File: config.mk
export PLATFORM = sky130hd
export DESIGN_NAME = fifo_rd_packer
export DESIGN_NICKNAME = d
export VERILOG_FILES = /design/src/rtl/fifo_pkg.sv /design/src/rtl/pack_buf.sv /design/src/rtl/fifo_rd_packer.sv
export SDC_FILE = /design/constraint.sdc
export NUM_CORES = 1
export LEC_CHECK = 0
export CORE_MARGIN = 3
export CORE_UTILIZATION = 45
export DETAILED_ROUTE_END_ITERATION = 6
export PLACE_DENSITY = 0.69
export SLEW_MARGIN = 20
export SYNTH_ARGS = -nofsm -noshare
export SYNTH_HDL_FRONTEND = slang
export SYNTH_SLANG_ARGS = --single-unit
File: constraint.sdc
create_clock -name rclk -period 2.3 [get_ports rclk]
set_clock_uncertainty 0.1 [all_clocks]
set_input_delay 0.46 -clock rclk [delete_from_list [all_inputs] [get_ports rclk]]
set_output_delay 0.46 -clock rclk [all_outputs]
set_load 0.05 [all_outputs]
File: src/rtl/fifo_pkg.sv
// Shared parameters and read-side state encoding for the async FIFO and its consumers.
package fifo_pkg;

    localparam int DEF_DW   = 3;
    localparam int DEF_PACK = 4;

    typedef enum logic {
        S_FILL,
        S_FLUSH
    } rd_state_t;

endpackage

File: src/rtl/pack_buf.sv
// Slot-indexed packing buffer: the Nth word of a beat lands in slot N and cnt tracks
// how many slots hold data. Slot 0 drives the least significant bits of data.
module pack_buf
    import fifo_pkg::*;
#(
    parameter int DW   = DEF_DW,
    parameter int PACK = DEF_PACK,
    parameter int CW   = $clog2(PACK + 1)
) (
    input  logic               rclk,
    input  logic               rrst_n,
    input  logic               wr_en,
    input  logic [DW-1:0]      wr_data,
    input  logic               clr,
    output logic [CW-1:0]      cnt,
    output logic [DW*PACK-1:0] data
);

    logic [DW-1:0] slot [PACK];

    // Clearing zeroes every slot so a partial beat carries zeros above its last word;
    // a word arriving in the clearing cycle opens the next beat in slot 0.
    always_ff @(posedge rclk or negedge rrst_n) begin
        if (!rrst_n) begin
            cnt <= '0;
            for (int i = 0; i < PACK; i++) slot[i] <= '0;
        end else if (clr) begin
            cnt <= wr_en ? CW'(1) : '0;
            for (int i = 0; i < PACK; i++) slot[i] <= (i == 0 && wr_en) ? wr_data : '0;
        end else if (wr_en && cnt != CW'(PACK)) begin
            cnt <= cnt + CW'(1);
            for (int i = 0; i < PACK; i++) begin
                if (cnt == CW'(i)) slot[i] <= wr_data;
            end
        end
    end

    for (genvar g = 0; g < PACK; g++) begin : g_out
        assign data[g*DW +: DW] = slot[g];
    end

endmodule

File: src/rtl/fifo_rd_packer.sv
// Read-side FIFO consumer: drains words in the rclk domain, packs PACK of them per
// valid/ready beat, and pushes out a partial beat on a flush request.
module fifo_rd_packer
    import fifo_pkg::*;
#(
    parameter int  DW   = DEF_DW,
    parameter int  PACK = DEF_PACK,
    localparam int CW   = $clog2(PACK + 1)
) (
    input  logic               rclk,
    input  logic               rrst_n,
    input  logic               empty,
    input  logic [DW-1:0]      rdata,
    output logic               ren,
    input  logic               flush,
    output logic               m_valid,
    input  logic               m_ready,
    output logic [DW*PACK-1:0] m_data,
    output logic [CW-1:0]      m_count,
    output logic               busy
);

    localparam logic [CW:0] PACK_LIM = (CW + 1)'(PACK);

    rd_state_t          state, state_next;
    logic               inflight;
    logic               flush_pend;
    logic               flush_done;
    logic               load_req;
    logic               load;
    logic               out_free;
    logic [CW-1:0]      cnt;
    logic [DW*PACK-1:0] buf_data;
    logic [CW:0]        pending;

    pack_buf #(
        .DW   (DW),
        .PACK (PACK),
        .CW   (CW)
    ) u_buf (
        .rclk    (rclk),
        .rrst_n  (rrst_n),
        .wr_en   (inflight),
        .wr_data (rdata),
        .clr     (load),
        .cnt     (cnt),
        .data    (buf_data)
    );

    // Counting the outstanding read keeps the buffer from being over-requested,
    // and ren stays low during reset even if the FIFO still reports data.
    assign pending  = {1'b0, cnt} + {{CW{1'b0}}, inflight};
    assign ren      = rrst_n && !empty && (state == S_FILL) && !flush_pend && (pending < PACK_LIM);
    assign out_free = !m_valid || m_ready;
    assign load     = load_req && out_free;
    assign busy     = flush_pend || (cnt != '0) || inflight;

    always_ff @(posedge rclk or negedge rrst_n) begin
        if (!rrst_n) begin
            state      <= S_FILL;
            inflight   <= 1'b0;
            flush_pend <= 1'b0;
        end else begin
            state    <= state_next;
            inflight <= ren;
            if (flush)           flush_pend <= 1'b1;
            else if (flush_done) flush_pend <= 1'b0;
        end
    end

    // A flush waits for the outstanding read to land so the partial beat is complete.
    always_comb begin
        state_next = state;
        load_req   = 1'b0;
        flush_done = 1'b0;
        case (state)
            S_FILL: begin
                load_req = (cnt == CW'(PACK));
                if (flush_pend && !inflight) state_next = S_FLUSH;
            end
            S_FLUSH: begin
                if (cnt == '0) begin
                    state_next = S_FILL;
                    flush_done = 1'b1;
                end else begin
                    load_req = 1'b1;
                    if (out_free) begin
                        state_next = S_FILL;
                        flush_done = 1'b1;
                    end
                end
            end
            default: state_next = S_FILL;
        endcase
    end

    always_ff @(posedge rclk or negedge rrst_n) begin
        if (!rrst_n) begin
            m_valid <= 1'b0;
            m_data  <= '0;
            m_count <= '0;
        end else if (load) begin
            m_valid <= 1'b1;
            m_data  <= buf_data;
            m_count <= cnt;
        end else if (m_ready) begin
            m_valid <= 1'b0;
        end
    end

endmodule
## After elaboration in Yosys (flattened, before gate mapping)

Cells that the tools add are included.

- Add/subtract/negate cells: 2
- $lt $le $gt $ge: 1
- Equal/unequal tests: 5
- Mux-type cells: 23
- Bitwise logic cells: 1
- Reduce and logical (&&, ||, !) cells: 27

Operators with widths:

| operator | count |
|---|---|
| $mux W12 | 2 |
| $mux W3 | 7 |
| $reduce_bool A2 Y1 | 7 |
| $mux W1 | 12 |
| $reduce_and A2 Y1 | 4 |
| $logic_and A1 B1 Y1 | 7 |
| $eq A3 B2 Y1 const B | 2 |
| $add A3 B1 Y4 | 1 |
| $logic_not A1 Y1 | 4 |
| $lt A4 B3 Y1 const B | 1 |
| $pmux W1 S2 | 2 |
| $add A3 B1 Y3 const B | 1 |
| $eq A3 B1 Y1 const B | 1 |
| $eq A3 B3 Y1 const B | 1 |
| $logic_not A3 Y1 | 1 |
| $logic_or A1 B1 Y1 | 3 |
| $ne A3 B3 Y1 const B | 1 |
| $reduce_bool A3 Y1 | 1 |
| $not A1 Y1 | 1 |

- Flip-flop bits (word level): 34
- Output and inout bits: 18

## Depth between registers and ports, before layout

- Word-level depth: 7
- Depth in mapped cells: 8
- Depth with buffers taken out: 6

## Hierarchy

From an unflattened synthesis, not the netlist that was laid out.

- Cells, all modules: 129
- Area total of the unflattened synthesis: 1545.2 sq um

By module, submodules not included:

| module | instances | cells an instance | area an instance (sq um) |
|---|---|---|---|
| fifo_rd_packer | 1 | 64 | 815.8 |
| pack_buf | 1 | 65 | 729.4 |

## Least setup slack after synthesis

Ideal clock, no wire load.

- Path kind: register -> output
- Start: register u_buf.cnt[2]
- End: output port ren
- Arrival time: 1948 ps
- Data required time: 1740 ps
- Slack: -208 ps
- Cell stages (with the launch flop): 4
- Cells stage by stage: dfrtp_1 > nor2_1 > nand3b_1 > a311oi_1

- Longest elaborated chain between the ends: 3

RTL lines:

| item | RTL line | text |
|---|---|---|
| start, declared | pack_buf.sv:15 | `output logic [CW-1:0] cnt,` |
| start signal, assigned | pack_buf.sv:28 | `cnt <= wr_en ? CW'(1) : '0;` |
| start signal, assigned | pack_buf.sv:31 | `cnt <= cnt + CW'(1);` |
| $add A3 B1 Y4 | fifo_rd_packer.sv:52 | `assign pending = {1'b0, cnt} + {{CW{1'b0}}, inflight};` |
| $lt A4 B3 Y1 | fifo_rd_packer.sv:53 | `assign ren = rrst_n && !empty && (state == S_FILL) && !flush_pend && (pending < PACK_LIM);` |
| $logic_and A1 B1 Y1 | fifo_rd_packer.sv:53 |  |
| end, declared | fifo_rd_packer.sv:14 | `output logic ren,` |

Every way passes these cells.

## Worst setup path in the final report

Ends and elaborated chain as after synthesis.

==> results.yml <==
place:
  io_buffers: 25
  place_hpwl_um: 2100
  gp_congestion: 0.819
  place_area_um2: 1930
layout:
  final_layout_size_suffix_gt1_frac: 0.241
  multi_input_area_um2: 699
  regArea_um2: 851
  nFillCells: 286
  final_cell_area_um2: 2010
  n_antenna_cell: 0
  layout.nets: 174
  area_growth_pct: 24.6
setup_path:
  critPathKind: "flop to output pin"
  end_kind: "output pin"
  crit_required_ns: 1.74
  cp_max_fo: 8
  path_depth: 4
  worstPathCellList: "nor2_1 -> nand3b_1 -> a311oi_2 -> buf_12"
  cpLargestDelayFamily: "flip-flops"
  path_buf_inv: 1
  slowest_delay_ns: 0.48
  cp_slowest_cell: "dfrtp_1"
  cp-start-kind: "flop"
  cp.arrival_ns: 1.60
  reg2reg_depth: 6
timing:
  final.min_clock_period_ns: 2.16
  fmax_mhz: 462
  drv_slew: 0
  rsz0062_at_grt: "false"
  min_period_over_period: 0.940
  worst_slew_pin_slew_ns: 0.513
  relSlewSlack: 0.657
  finalHoldViolCount: 0
  fin_tns_setup_ns: 0
  setup_viol: 0
pwr:
  p_leak_nw: 0.925
  ir_worst_vdd_mv: 0.580
  p_per_area_nw_per_um2: 1110
drt:
  vias: 1063
  drt_iter0_markers: 45
  postRouteAntennaNets: 0
  drc: 0
  wl_per_cell_um: 14.1
  firstDrtPassIters: 6
  wl_um: 2940
  viasPerCell: 5.11
logic_synthesis:
  syn-num-nets: 145
  ys_seq_area_frac: 0.526
  synthCells: 132
  ys.flop_type: "dfrtp_1"
  synth_area_um2: 1620
  synthDistinctLibCells: 26
  async_flop_share: 1.00
  synth_most_common_cell: "dfrtp_1"
  synth_area_leaders: "dfrtp_1, mux2_4, nand2_1"
  yosysTopAreaCellShare: 0.526
  yosys-top-cells-count: "dfrtp_1, nand2_1, mux2_4"
  yosys.area.top_type: "dfrtp_1"
  synth_seq_cells: 34
  syn_avg_cell_area_um2: 12.2
  yosysWarningCount: 0
  synth_edf_count: 0
grt:
  grt_pass1_vias: 1098
  antenna_found_initial: 0
  grt_usage: 0.159
  grt_max_degree: 35
  grt_pass1_wl_um: 5040
  grt-ovfl-total: 0
clock_network:
  cts_tree: "yes"
  clkLatencyLatePin_ns: 0.34
  clock_path_buffers: 2
  postCtsHoldBufs: 0
  cts.clk_slew.worst_paths_ns: 0.10
  h-tree-depth: 2
  post-cts-setup-buffer-count: 0
  cts_inserted_buffers: 5
  root_buffer: "clkbuf_4"
  cts.sinks: 34
  ctsResizeCount: 0
die:
  dieArea_um2: 4350
  core_um2: 3390
  ios: 26
  rows: 21
  die_h_um: 65.9
  dieWidth_um: 65.9
  start_util: 0.477
min_path:
  hold_depth: 1
  worst_hold_path_type: "flop to flop"
job:
  maxCapViolations: 0
status:
  status: "finished clean"
[final cells by class]
class | instances | area share
inverters | 4 | 0.00745
clock buffers | 8 | 0.0391
multi-input cells | 87 | 0.347
repair buffers | 29 | 0.155
well taps | 46 | 0.0286
flip-flops and latches | 34 | 0.422
[where the power goes]
group / switching (mW) / internal [mW]
Clock: 0.199 / 0.209
Sequential: 0.0985 / 0.731
Combinational: 0.583 / 0.424
[worst paths after layout]
path	startpoint	end	slack [ns]
max	u_buf.cnt[2]	ren	0.14
min	u_buf.data[5]	m_data[5]	0.42
max reg2reg	u_buf.cnt[1]	m_data[11]	0.38
min reg2reg	u_buf.data[5]	m_data[5]	0.42
max in group asynchronous	rrst_n	m_data[10]	1.31
min in group asynchronous	rrst_n	m_valid	0.48
[state kept, by name (all words and copies together) (netlist names)]
signal	cells
m_data	12
u_buf.cnt	3
u_buf.data	12
flush_pend	1
m_valid	1
m_count	3
inflight	1
state	1
[layout by cell type (no fill, tap or decap), types with 5 or more instances in the layout]
master / synthesis / final
a21oi_2: 6 / 6
clkbuf_4: 0 / 5
clkdlybuf4s50_1: 0 / 23
dfrtp_1: 34 / 34
mux2_4: 15 / 15
mux2i_1: 5 / 5
nand2_1: 17 / 17
nand3_1: 8 / 8
nor2_1: 7 / 7
[layer usage]
layer  routed length, um  track usage
met5                   0            0
met4                  51       0.0990
met3                 112       0.0425
met2                1340        0.243
met1                1440        0.198
[stage by stage]
stage                     hold WS (ns)  setup WS [ns]   util  total power [mW]  std cells
after global routing             0.429         0.0174  0.594              2.37        208
final                            0.417          0.137  0.594              2.24        208
after detailed placement         0.393          0.112  0.570              1.85        200
after floorplan                 0.0644          0.268      -              1.57        132
after global placement           0.392          0.117  0.570              1.83        200
after CTS                        0.423         0.0601  0.594              2.27        208
[cells by family after synthesis]
group	Yosys count	synth area share
simple gates	39	0.108
flops	34	0.526
mux	21	0.179
fa+ha+maj	5	0.0387
buf+inv	11	0.0464
compound gates	22	0.101
Note: power is estimated with default switching activity, not from simulation.
